$ cat config.mk
export PLATFORM = sky130hd
export DESIGN_NAME = bcd_to_bin_seq
export DESIGN_NICKNAME = d
export VERILOG_FILES = /design/src/rtl/bcd_pkg.sv /design/src/rtl/bcd_digit_adj.sv /design/src/rtl/bcd_to_bin_seq.sv
export SDC_FILE = /design/constraint.sdc
export NUM_CORES = 1
export LEC_CHECK = 0
export BUFFER_PORTS_ARGS = -buffer_cell sky130_fd_sc_hd__buf_2
export CAP_MARGIN = 0
export CORE_MARGIN = 3
export CORE_UTILIZATION = 56
export DETAILED_ROUTE_END_ITERATION = 8
export PLACE_DENSITY = 0.75
export SLEW_MARGIN = 20
export SYNTH_ARGS = -nofsm -noshare
export SYNTH_HDL_FRONTEND = slang
export SYNTH_SLANG_ARGS = --single-unit
export TNS_END_PERCENT = 10
$ cat constraint.sdc
create_clock -name clk -period 1.7 [get_ports clk]
set_input_delay 0.255 -clock clk [delete_from_list [all_inputs] [get_ports clk]]
set_output_delay 0.255 -clock clk [all_outputs]
set_load 0.05 [all_outputs]
$ cat src/rtl/bcd_pkg.sv
// Shared constants, FSM state type and sizing helper for the BCD-to-binary converter.
package bcd_pkg;

    localparam int unsigned BCD_DIGIT_W = 4;
    localparam logic [BCD_DIGIT_W-1:0] BCD_MAX   = 4'd9;
    localparam logic [BCD_DIGIT_W-1:0] DD_THRESH = 4'd8;
    localparam logic [BCD_DIGIT_W-1:0] DD_ADJ    = 4'd3;

    typedef enum logic [1:0] {IDLE, CONV, DONE} state_e;

    // Smallest w with 2^w > 10^digits - 1.
    function automatic int unsigned bin_w_min(input int unsigned digits);
        longint unsigned lim;
        int unsigned     w;
        lim = 64'd1;
        for (int unsigned i = 0; i < digits; i++) begin
            lim = lim * 64'd10;
        end
        w = 0;
        while ((64'd1 << w) < lim) begin
            w++;
        end
        return w;
    endfunction

endpackage

$ cat src/rtl/bcd_digit_adj.sv
// Single BCD digit correction for reverse double-dabble: values >= 8 lose 3.
module bcd_digit_adj
    import bcd_pkg::*;
(
    input  logic [BCD_DIGIT_W-1:0] din,
    output logic [BCD_DIGIT_W-1:0] dout
);

    always_comb begin
        dout = din;
        if (din >= DD_THRESH) begin
            dout = din - DD_ADJ;
        end
    end

endmodule

$ cat src/rtl/bcd_to_bin_seq.sv
// Iterative multi-digit BCD-to-binary converter, one shift-and-adjust step per clock,
// with start/busy/done handshake.
module bcd_to_bin_seq
    import bcd_pkg::*;
#(
    parameter int unsigned DIGITS = 4,
    parameter int unsigned BIN_W  = 14
) (
    input  logic                      clk,
    input  logic                      rst,
    input  logic                      start,
    input  logic [DIGITS*BCD_DIGIT_W-1:0] bcd,
    output logic                      busy,
    output logic                      done,
    output logic                      err,
    output logic [BIN_W-1:0]          bin
);

    localparam int unsigned BCD_W = DIGITS * BCD_DIGIT_W;
    localparam int unsigned CNT_W = $clog2(BIN_W + 1);

    if (BIN_W < bin_w_min(DIGITS)) begin : g_bad_width
        $error("BIN_W too small to hold the largest DIGITS-digit BCD value");
    end

    state_e             state_q;
    logic [BCD_W-1:0]   dig_q;
    logic [BIN_W-1:0]   bsh_q;
    logic [CNT_W-1:0]   cnt_q;
    logic               busy_q;
    logic               done_q;
    logic               err_q;
    logic [BIN_W-1:0]   bin_q;

    logic [BCD_W-1:0]   dig_shift;
    logic [BCD_W-1:0]   dig_adj;
    logic [BIN_W-1:0]   bsh_next;
    logic               bad_in;
    logic               capture;

    always_comb begin
        {dig_shift, bsh_next} = {dig_q, bsh_q} >> 1;
    end

    for (genvar g = 0; g < DIGITS; g++) begin : g_adj
        bcd_digit_adj u_adj (
            .din  (dig_shift[g*BCD_DIGIT_W +: BCD_DIGIT_W]),
            .dout (dig_adj[g*BCD_DIGIT_W +: BCD_DIGIT_W])
        );
    end

    always_comb begin
        bad_in = 1'b0;
        for (int i = 0; i < DIGITS; i++) begin
            if (bcd[i*BCD_DIGIT_W +: BCD_DIGIT_W] > BCD_MAX) begin
                bad_in = 1'b1;
            end
        end
    end

    // Leaving DONE with start held counts as the next IDLE edge, giving one
    // result every BIN_W+2 cycles under a continuous request.
    always_comb begin
        capture = start && ((state_q == IDLE) || (state_q == DONE));
    end

    always_ff @(posedge clk or negedge rst) begin
        if (!rst) begin
            state_q <= IDLE;
            dig_q   <= '0;
            bsh_q   <= '0;
            cnt_q   <= '0;
            busy_q  <= 1'b0;
            done_q  <= 1'b0;
            err_q   <= 1'b0;
            bin_q   <= '0;
        end else begin
            done_q <= 1'b0;
            if (capture) begin
                dig_q   <= bcd;
                bsh_q   <= '0;
                busy_q  <= 1'b1;
                err_q   <= bad_in;
                state_q <= CONV;
                // A bad operand skips all iterations and exits to DONE next edge.
                cnt_q   <= bad_in ? '0 : CNT_W'(BIN_W);
            end else begin
                unique case (state_q)
                    IDLE: begin
                        busy_q <= 1'b0;
                    end
                    CONV: begin
                        if (cnt_q != '0) begin
                            dig_q <= dig_adj;
                            bsh_q <= bsh_next;
                            cnt_q <= cnt_q - CNT_W'(1);
                        end else begin
                            state_q <= DONE;
                            done_q  <= 1'b1;
                            bin_q   <= err_q ? '0 : bsh_q;
                        end
                    end
                    DONE: begin
                        state_q <= IDLE;
                        busy_q  <= 1'b0;
                    end
                    default: begin
                        state_q <= IDLE;
                        busy_q  <= 1'b0;
                    end
                endcase
            end
        end
    end

    assign busy = busy_q;
    assign done = done_q;
    assign err  = err_q;
    assign bin  = bin_q;

endmodule

# Word level (Yosys, flattened, before mapping)
# Index checks and enable logic that the tools add are counted.
# op_classes
addsub,5
magnitude_cmp,8
n_eq_ne,5
n_mux,27
bitwise_logic,2
n_reduce_logical,9
# op_table
cell,n
two-way mux 14 bit,4
two-way mux 16 bit,3
two-way mux 4 bit,8
> comparator 4 bit (second input constant),4
>= comparator 4 bit (second input constant),3
subtractor 4 x 2 -> 4 bit (second input constant),3
two-way mux 1 bit,9
>= comparator 3 x 4 -> 1 bit (second input constant),1
two-way mux 2 bit,2
inequality test 2 bit (second input constant),2
one-hot mux 2 bit (2 select lines),1
AND reduction 2 bit,2
nonzero test 2 bit,2
nonzero test 4 bit,1
subtractor 3 x 2 -> 4 bit (second input constant),1
subtractor 4 x 1 -> 4 bit (second input constant),1
inequality test 3 bit (second input constant),1
AND reduction 3 bit,1
== test 2 x 1 -> 1 bit (second input constant),1
== test 2 bit (second input constant),1
zero test 2 bit,1
inverter 1 bit,2
logical AND 1 bit,1
logical OR 1 bit,1
# word_totals
register_bits,53
out_inout_bits,17
word_cells,64

# Logic depth before layout (Yosys ltp)
# Gate-level depths: netlist of run 1.
# logic_depth
ltp_word,7
ltp_mapped,7
mapped_depth_nobuf,6

# By module
# A second synthesis of run 1 with hierarchy kept.
# hier_totals
cells_unflattened,277
hier_area_um2,2673.8
# by_module_without_submodules
mod,n_inst,cells_per_inst,area_each_um2,seq_area_each_um2
bcd_to_bin_seq,1,233,2368.5,1326.3
bcd_digit_adj,4,11,76.3,0.0

# Least setup slack after synthesis of run 1
# Ideal clock, no wire load.
# synth_timing
path_type,reg2reg
startpoint,register cnt_q[0]
endpoint,register dig_q[7]
setup_time_ps,126
arrival_time_ps,1427
t_required_ps,1574
slack_ps,147
path_stages_with_launch,7
n_path_buf,0
period_less_slack_ps,1553
path_cell_list,dfrtp_1 inv_1 ha_1 or3b_4 nand3_2 nand2_1 a221o_1
# synth_between
elab_chain_len,3
# synth_lines
item,line_no,rtl
"start, declared",bcd_to_bin_seq.sv:29,logic [CNT_W-1:0] cnt_q;
"start signal, assigned",bcd_to_bin_seq.sv:86,cnt_q <= bad_in ? '0 : CNT_W'(BIN_W);
"start signal, assigned",bcd_to_bin_seq.sv:96,cnt_q <= cnt_q - CNT_W'(1);
nonzero test 4 bit,bcd_to_bin_seq.sv:93,if (cnt_q != '0) begin
nonzero test 2 bit (no source line),--,
AND reduction 2 bit (no source line),--,
"end signal, assigned",bcd_to_bin_seq.sv:94,dig_q <= dig_adj;
"end, declared",bcd_to_bin_seq.sv:27,logic [BCD_W-1:0] dig_q;
# No other way between the ends.
# A chain may end at the register's enable or synchronous reset.

# Final worst setup path of run 1
# Ends and elaborated chain as after synthesis.

==> results of run 1 <==
## final timing paths
kind / slack, ns / cells after the start / from / to
worst min register to register: 0.48 / 2 / busy / busy
max in group asynchronous: 0.71 / 3 / rst / bsh_q[5]
worst min-delay path: 0.16 / 3 / bcd[0] / dig_q[0]
worst max register to register: 0.05 / 6 / cnt_q[0] / dig_q[7]
min in group asynchronous: 0.45 / 2 / rst / dig_q[11]
worst max-delay path: 0.05 / 6 / cnt_q[0] / dig_q[7]
## stage by stage
stage	setup WS, ns	instance area, sq um	power (W)
final	0.0516	3080	0.00645
after global routing	-0.0215	3080	0.00689
after CTS	-0.00717	2940	0.00596
after detailed placement	-0.139	2810	0.00506
after global placement	-0.0587	2810	0.00496
after floorplan	0.147	2510	0.00429
## Yosys cell counts (3+ instances only)
cell type / n
xnor2_1: 5
buf_2: 4
dfrtp_1: 53
a31oi_1: 6
o211ai_1: 3
o221a_2: 3
nand2_1: 65
nor2_1: 12
ha_1: 8
inv_1: 10
o21ai_0: 22
a21oi_1: 22
nor3_1: 3
nand2b_1: 19
clkbuf_1: 7
## cells by family after synthesis
logic type / share of synthesized area
fa+ha+maj: 0.0398
xor+xnor: 0.0244
flops: 0.527
buf+inv: 0.0438
simple gates: 0.200
compound gates: 0.165
## area by class of cell
class,count,area [sq um]
Inverter,10,37.5
Timing Repair Buffer,61,414
Clock inverter,2,38.8
Multi-Input combinational cell,192,1130
Fill cell,302,1090
Sequential cell,53,1330
Tap cell,50,62.6
Clock buffer,6,72.6
## power by group through the flow
stage	sequential (W)	clock (W)	combinational [W]
finish	0.00216	0.000862	0.00342
detailed placement	0.00216	0	0.00290
global route	0.00222	0.000926	0.00374
floorplan	0.00254	0	0.00175
global placement	0.00214	0	0.00282
CTS	0.00214	0.000871	0.00295
## metal layers
layer | track usage | up-vias | part of all wire
li1 | - | 998 | -
met1 | 0.307 | 1007 | 0.45
met2 | 0.331 | 37 | 0.50
met3 | 0.0413 | 8 | 0.034
met4 | 0.0553 | 0 | 0.014
met5 | 0 | - | 0
## tightest hold or removal path: cells and delay by family
family / cells / cell delay (ns)
buf+inv: 1 / 0.08
compound gates: 1 / 0.06
simple gates: 1 / 0.04
## registers in the layout, summed over array words and instances, names as in the netlist
signal and cells:
done 1, bin 14, state_q 2, cnt_q 4
err 1, bsh_q 14, dig_q 16, busy 1
## cells in the final DEF (no fill, tap or decap), types with 2 or more instances in the layout
cell      synthesis  final
a21o_1            2      2
nor2_1           12     12
buf_12            0      3
buf_2             4     35
clkbuf_8          0      5
o221a_2           3      3
nand2b_1         19     19
ha_1              8      7
xnor2_1           5      5
inv_2             0      2
o22ai_1           2      2
o211ai_1          3      3
nand2_1          65     65
o21ai_0          22     22
o21a_1            2      2
a21oi_1          22     22
dfrtp_1          53     53
nand3_1           2      2
xor2_1            2      2
buf_4             2     21
nor3_1            3      3
a31oi_1           6      6
inv_1            10      8
## what timing repair did
item / 4_1_cts / 5_1_grt
endpoints found under the setup margin: 19 / 41
buffers inserted: 0 / 12
hold buffers: 1 / 0
endpoints found under the hold margin: 19 / 0
gates resized for setup: 2 / 8
pin swaps: 0 / 6
==> metrics.md, run 1 <==
| Metric | Value |
|---|---|
| End-of-flow core utilization | 0.738 |
| Post-synth EDFFs | 0 |
| Top FF cell, synth | dfrtp_1 |
| Logic pwr share | 0.531 |
| GRT overflow | 0 |
| Synth area leader | dfrtp_1 |
| Final Setup Violations | 0 |
| Post-synthesis register bit count | 53 |
| Ports | 36 |
| DRC viols | 0 |
| Yosys cell types | 35 |
| Sw Share | 0.440 |
| Crit end category | register |
| Final nets | 350 |
| Ys async rst share | 1.00 |
| Worst slew margin | 0.675 |
| Yosys warning total | 0 |
| Post-Route WL | 5.69 mm |
| Number of DRC markers in iteration 0 | 123 |
| Worst-Margin Slew | 0.487 ns |
| Period utilisation layout | 0.970 |
| Critical path data required time | 1.90 ns |
| Routed vias | 2050 |
| Placed cells | 353 |
| Static leakage power | 1.48 nW |
| Post-synth top area share | 0.527 |
| Post-DRT Antenna Nets | 0 |
| Initial antenna violation count | 0 |
| Startpoint class of the critical path | register |
| Vias in the first global route | 1850 |
| WHS | 0.158 ns |
| Switching power | 0.00284 W |
| Non-Filler Instances | 374 |
| CTS clock-pin slew for the worst setup and hold paths | 0.10 ns |
| Port-buffer cells | 35 |
| Die Wd | 73.0 microns |
| Setup CP Type | register to register |
| Core area | 0.00417 sq mm |
| RSZ-0062 raised after global routing | yes |
| CTS tree | done |
| Starting density of the core | 0.603 |
| Via density | 5.48 |
| Detailed Routing Iterations Pass 1 | 4 |
| Maximum vdd ir drop | 1.27 mV |
| Setup TNS | 0 ns |
| Cells along the critical path | inv_2 > ha_4 > or3b_4 > nand3_2 > nand2_1 > a221o_1 |
| Row cnt | 23 |
| Max Slew Vio Count | 0 |
| Clock tree buffer depth | 2 |
| Die height | 73.0 microns |
| CP bufs+invs | 1 |
| First-pass GRT wire length | 8.85 mm |
| Power Density | 2090 mW/mm^2 |
| Root buffer cell | clkbuf_8 |
| Synth area leaders | dfrtp_1 (53%), nand2_1 (9.7%), nand2b_1 (4.7%), a21oi_1 (4.4%), o21ai_0 (4.4%) |
| Die area | 0.00533 sq mm |
| Slowest cell on crit path | or3b_4 |
| Gr usage total | 0.213 |
| CTS Buf Count | 5 |
| Layout Area Growth over Synthesis | 22.4% |
| Status | completed |
| Reg power frac | 0.336 |
| Period minus WS final | 1.65 ns |
| Hold Fails Final Rpt | 0 |
| Mean Syn Cell Area | 9.35 sq um |
| Routed WL per cell | 15.2 microns |
| Cell family with most CP delay | simple AND/OR/NAND/NOR gates |
| H-tree depth | 2 |
| Detailed Place HPWL | 3.70 mm |
| Slowest stage delay, CP | 0.44 ns |
| Number of inserted diodes | 0 |
| Share of layout cells above drive strength 1 | 0.256 |
| Clock Latency Late Sink | 0.31 ns |
| Clock Sinks | 53 |
| Hold Path Class | input pin to register |
| Maximum clock frequency | 0.607 GHz |
| Pint | 0.00361 W |
| Worst Skew | 0.00825 ns |
| Crit path max fanout | 5 |
| Gpl congestion | 0.819 |
| Syn Nets | 296 |
| Synthesized area | 0.00251 sq mm |
| Seq/Total Area, Yosys | 0.527 |
| Largest net degree at the start of global routing | 35 |
| Clock power frac | 0.134 |
| Mapped Cells | 269 |
| Critical path data arrival time | 1.85 ns |
| Maxcap violations | 0 |
No activity file was read; power rests on OpenSTA's default activity.
==> run 2, diff against run 1 <==
--- a/config.mk
+++ b/config.mk
@@ -7,6 +7,7 @@
 export LEC_CHECK = 0
 export BUFFER_PORTS_ARGS = -buffer_cell sky130_fd_sc_hd__buf_2
 export CAP_MARGIN = 0
+export CORE_ASPECT_RATIO = 1.2
 export CORE_MARGIN = 3
 export CORE_UTILIZATION = 56
 export DETAILED_ROUTE_END_ITERATION = 8
==> metrics.md, run 2 (same netlist as run 1, synthesis figures left out) <==
| Metric | Value |
|---|---|
| Worst slew margin | 0.766 |
| Maxcap violations | 0 |
| Logic pwr share | 0.516 |
| Critical path data arrival time | 1.86 ns |
| Root buffer cell | clkbuf_8 |
| CTS Buf Count | 5 |
| Routed vias | 1965 |
| R2r startpoint | state_q[1] |
| Crit end category | register |
| Period utilisation layout | 0.982 |
| Power Density | 2020 mW/mm^2 |
| Number of DRC markers in iteration 0 | 107 |
| Max FFs per register | 16 |
| Port-buffer cells | 35 |
| Final Setup Violations | 0 |
| Worst Min Path Start | bcd[10] |
| Hold Fails Final Rpt | 0 |
| Initial antenna violation count | 0 |
| Sw Share | 0.437 |
| Gr usage total | 0.203 |
| Clock tree buffer depth | 2 |
| GRT overflow | 0 |
| Detailed Place HPWL | 3.37 mm |
| Die Wd | 67.2 microns |
| CTS clock-pin slew for the worst setup and hold paths | 0.10 ns |
| First-pass GRT wire length | 8.34 mm |
| Post-DRT Antenna Nets | 0 |
| Number of inserted diodes | 0 |
| Hold Crit Depth | 3 |
| H-tree depth | 2 |
| WHS | 0.165 ns |
| Period minus WS final | 1.67 ns |
| Hold Path Class | input pin to register |
| CTS tree | done |
| Commonest non-fill, non-tap cell in the layout | nand2_1 |
| Status | completed |
| Setup WS post-layout | 0.0313 ns |
| Hold Path Sink | dig_q[10] |
| Clock Latency Late Sink | 0.30 ns |
| Startpoint class of the critical path | register |
| Core area | 0.00429 sq mm |
| RSZ-0062 raised after global routing | yes |
| Post-Route WL | 5.06 mm |
| Die area | 0.00533 sq mm |
| Via density | 5.21 |
| Reg power frac | 0.345 |
| Routed WL per cell | 13.4 microns |
| Crit path max fanout | 10 |
| Row cnt | 26 |
| Static leakage power | 1.46 nW |
| Pint | 0.00346 W |
| Commonest non-fill, non-tap cells in the layout | nand2_1 (65), dfrtp_1 (53), buf_2 (35) |
| Detailed Routing Iterations Pass 1 | 4 |
| Gpl congestion | 0.776 |
| Setup CP Type | register to register |
| Maximum vdd ir drop | 0.945 mV |
| Largest Register | dig_q |
| CP Launch Point | state_q[1] |
| Final nets | 347 |
| Die height | 79.4 microns |
| Worst-Margin Slew | 0.352 ns |
| FILL cells | 347 |
| Reg-to-Reg End | dig_q[7] |
| Setup WS pre-CTS | -0.290 ns |
| Max Slew Vio Count | 0 |
| Switching power | 0.00269 W |
| Ports | 36 |
| Starting density of the core | 0.586 |
| Setup slack, reg-to-reg | 0.03 ns |
| DRC viols | 0 |
| Maximum clock frequency | 0.599 GHz |
| Worst r2r path cells | 5 |
| Clock power frac | 0.139 |
| Clock Sinks | 53 |
| Largest net degree at the start of global routing | 54 |
| Critical path data required time | 1.89 ns |
| Layout Area Growth over Synthesis | 20.8% |
| Share of layout cells above drive strength 1 | 0.240 |
| Worst Skew | 0.00891 ns |
| Vias in the first global route | 1864 |
run 2: changes by cell type in the layout (fill, tap and decap cells not counted):
cell,previous run,this run
buf_4,21,18
inv_2,2,0
ha_4,1,0
ha_2,0,1
a221oi_1,0,1
a221oi_2,1,0
inv_1,8,10
buf_12,3,2
nor2_4,1,2
run 2: routing by layer:
| metal | vias up | GRT usage | routed length (microns) |
|---|---|---|---|
| met5 | - | 0 | 0 |
| met4 | 0 | 0.0568 | 25 |
| met3 | 2 | 0.0437 | 217 |
| met2 | 45 | 0.342 | 2560 |
| met1 | 930 | 0.261 | 2260 |
| li1 | 988 | - | - |
run 2: cell type report:
cell class,instances,area (sq um),share of cell area
Sequential cell,53,1330,0.436
Tap cell,56,70.1,0.0231
Clock buffer,6,72.6,0.0239
Inverter,10,37.5,0.0124
Clock inverter,2,38.8,0.0128
Multi-Input combinational cell,193,1120,0.369
Timing Repair Buffer,57,372,0.122
run 2: power groups by stage:
stage	clock [W]	sequential [W]	combinational, W
3_5_place_dp	0	0.00214	0.00290
6_report	0.000857	0.00212	0.00318
5_1_grt	0.000911	0.00218	0.00352
2_1_floorplan	0	0.00254	0.00175
3_3_place_gp	0	0.00212	0.00284
4_1_cts	0.000870	0.00212	0.00296
run 2: per-stage QoR:
stage	util	power, W	instances	cell area [sq um]	TNS, ns
3_5_place_dp	0.659	0.00503	361	2830	-4.63
5_1_grt	0.708	0.00661	377	3040	-0.104
4_1_cts	0.690	0.00594	370	2960	-0.0556
2_1_floorplan	-	0.00429	269	2510	0
3_3_place_gp	0.659	0.00496	361	2830	-3.24
6_report	0.708	0.00615	377	3040	0
run 2: repair_timing:
action                                 4_1_cts  5_1_grt
hold buffers                                 1        0
buffers inserted                             0        6
setup endpoints to repair                   29       34
gates resized for setup                      2        5
endpoints found under the hold margin       53        0
gates cloned                                 0        1
pin swaps                                    2        2
run 2: how the worst max path moves through the flow:
stage / to
after global routing: cnt_q[2]
after floorplan: dig_q[7]
after CTS: dig_q[3]
after global placement: bsh_q[12]
final: dig_q[7]
after detailed placement: dig_q[3]
run 2: critical path: stages (launching register included):
cell and delay [ns]:
dfrtp_1 0.40, nand2b_1 0.27, buf_4 0.21, o21ai_4 0.29, nand2_1 0.09, a221o_1 0.29
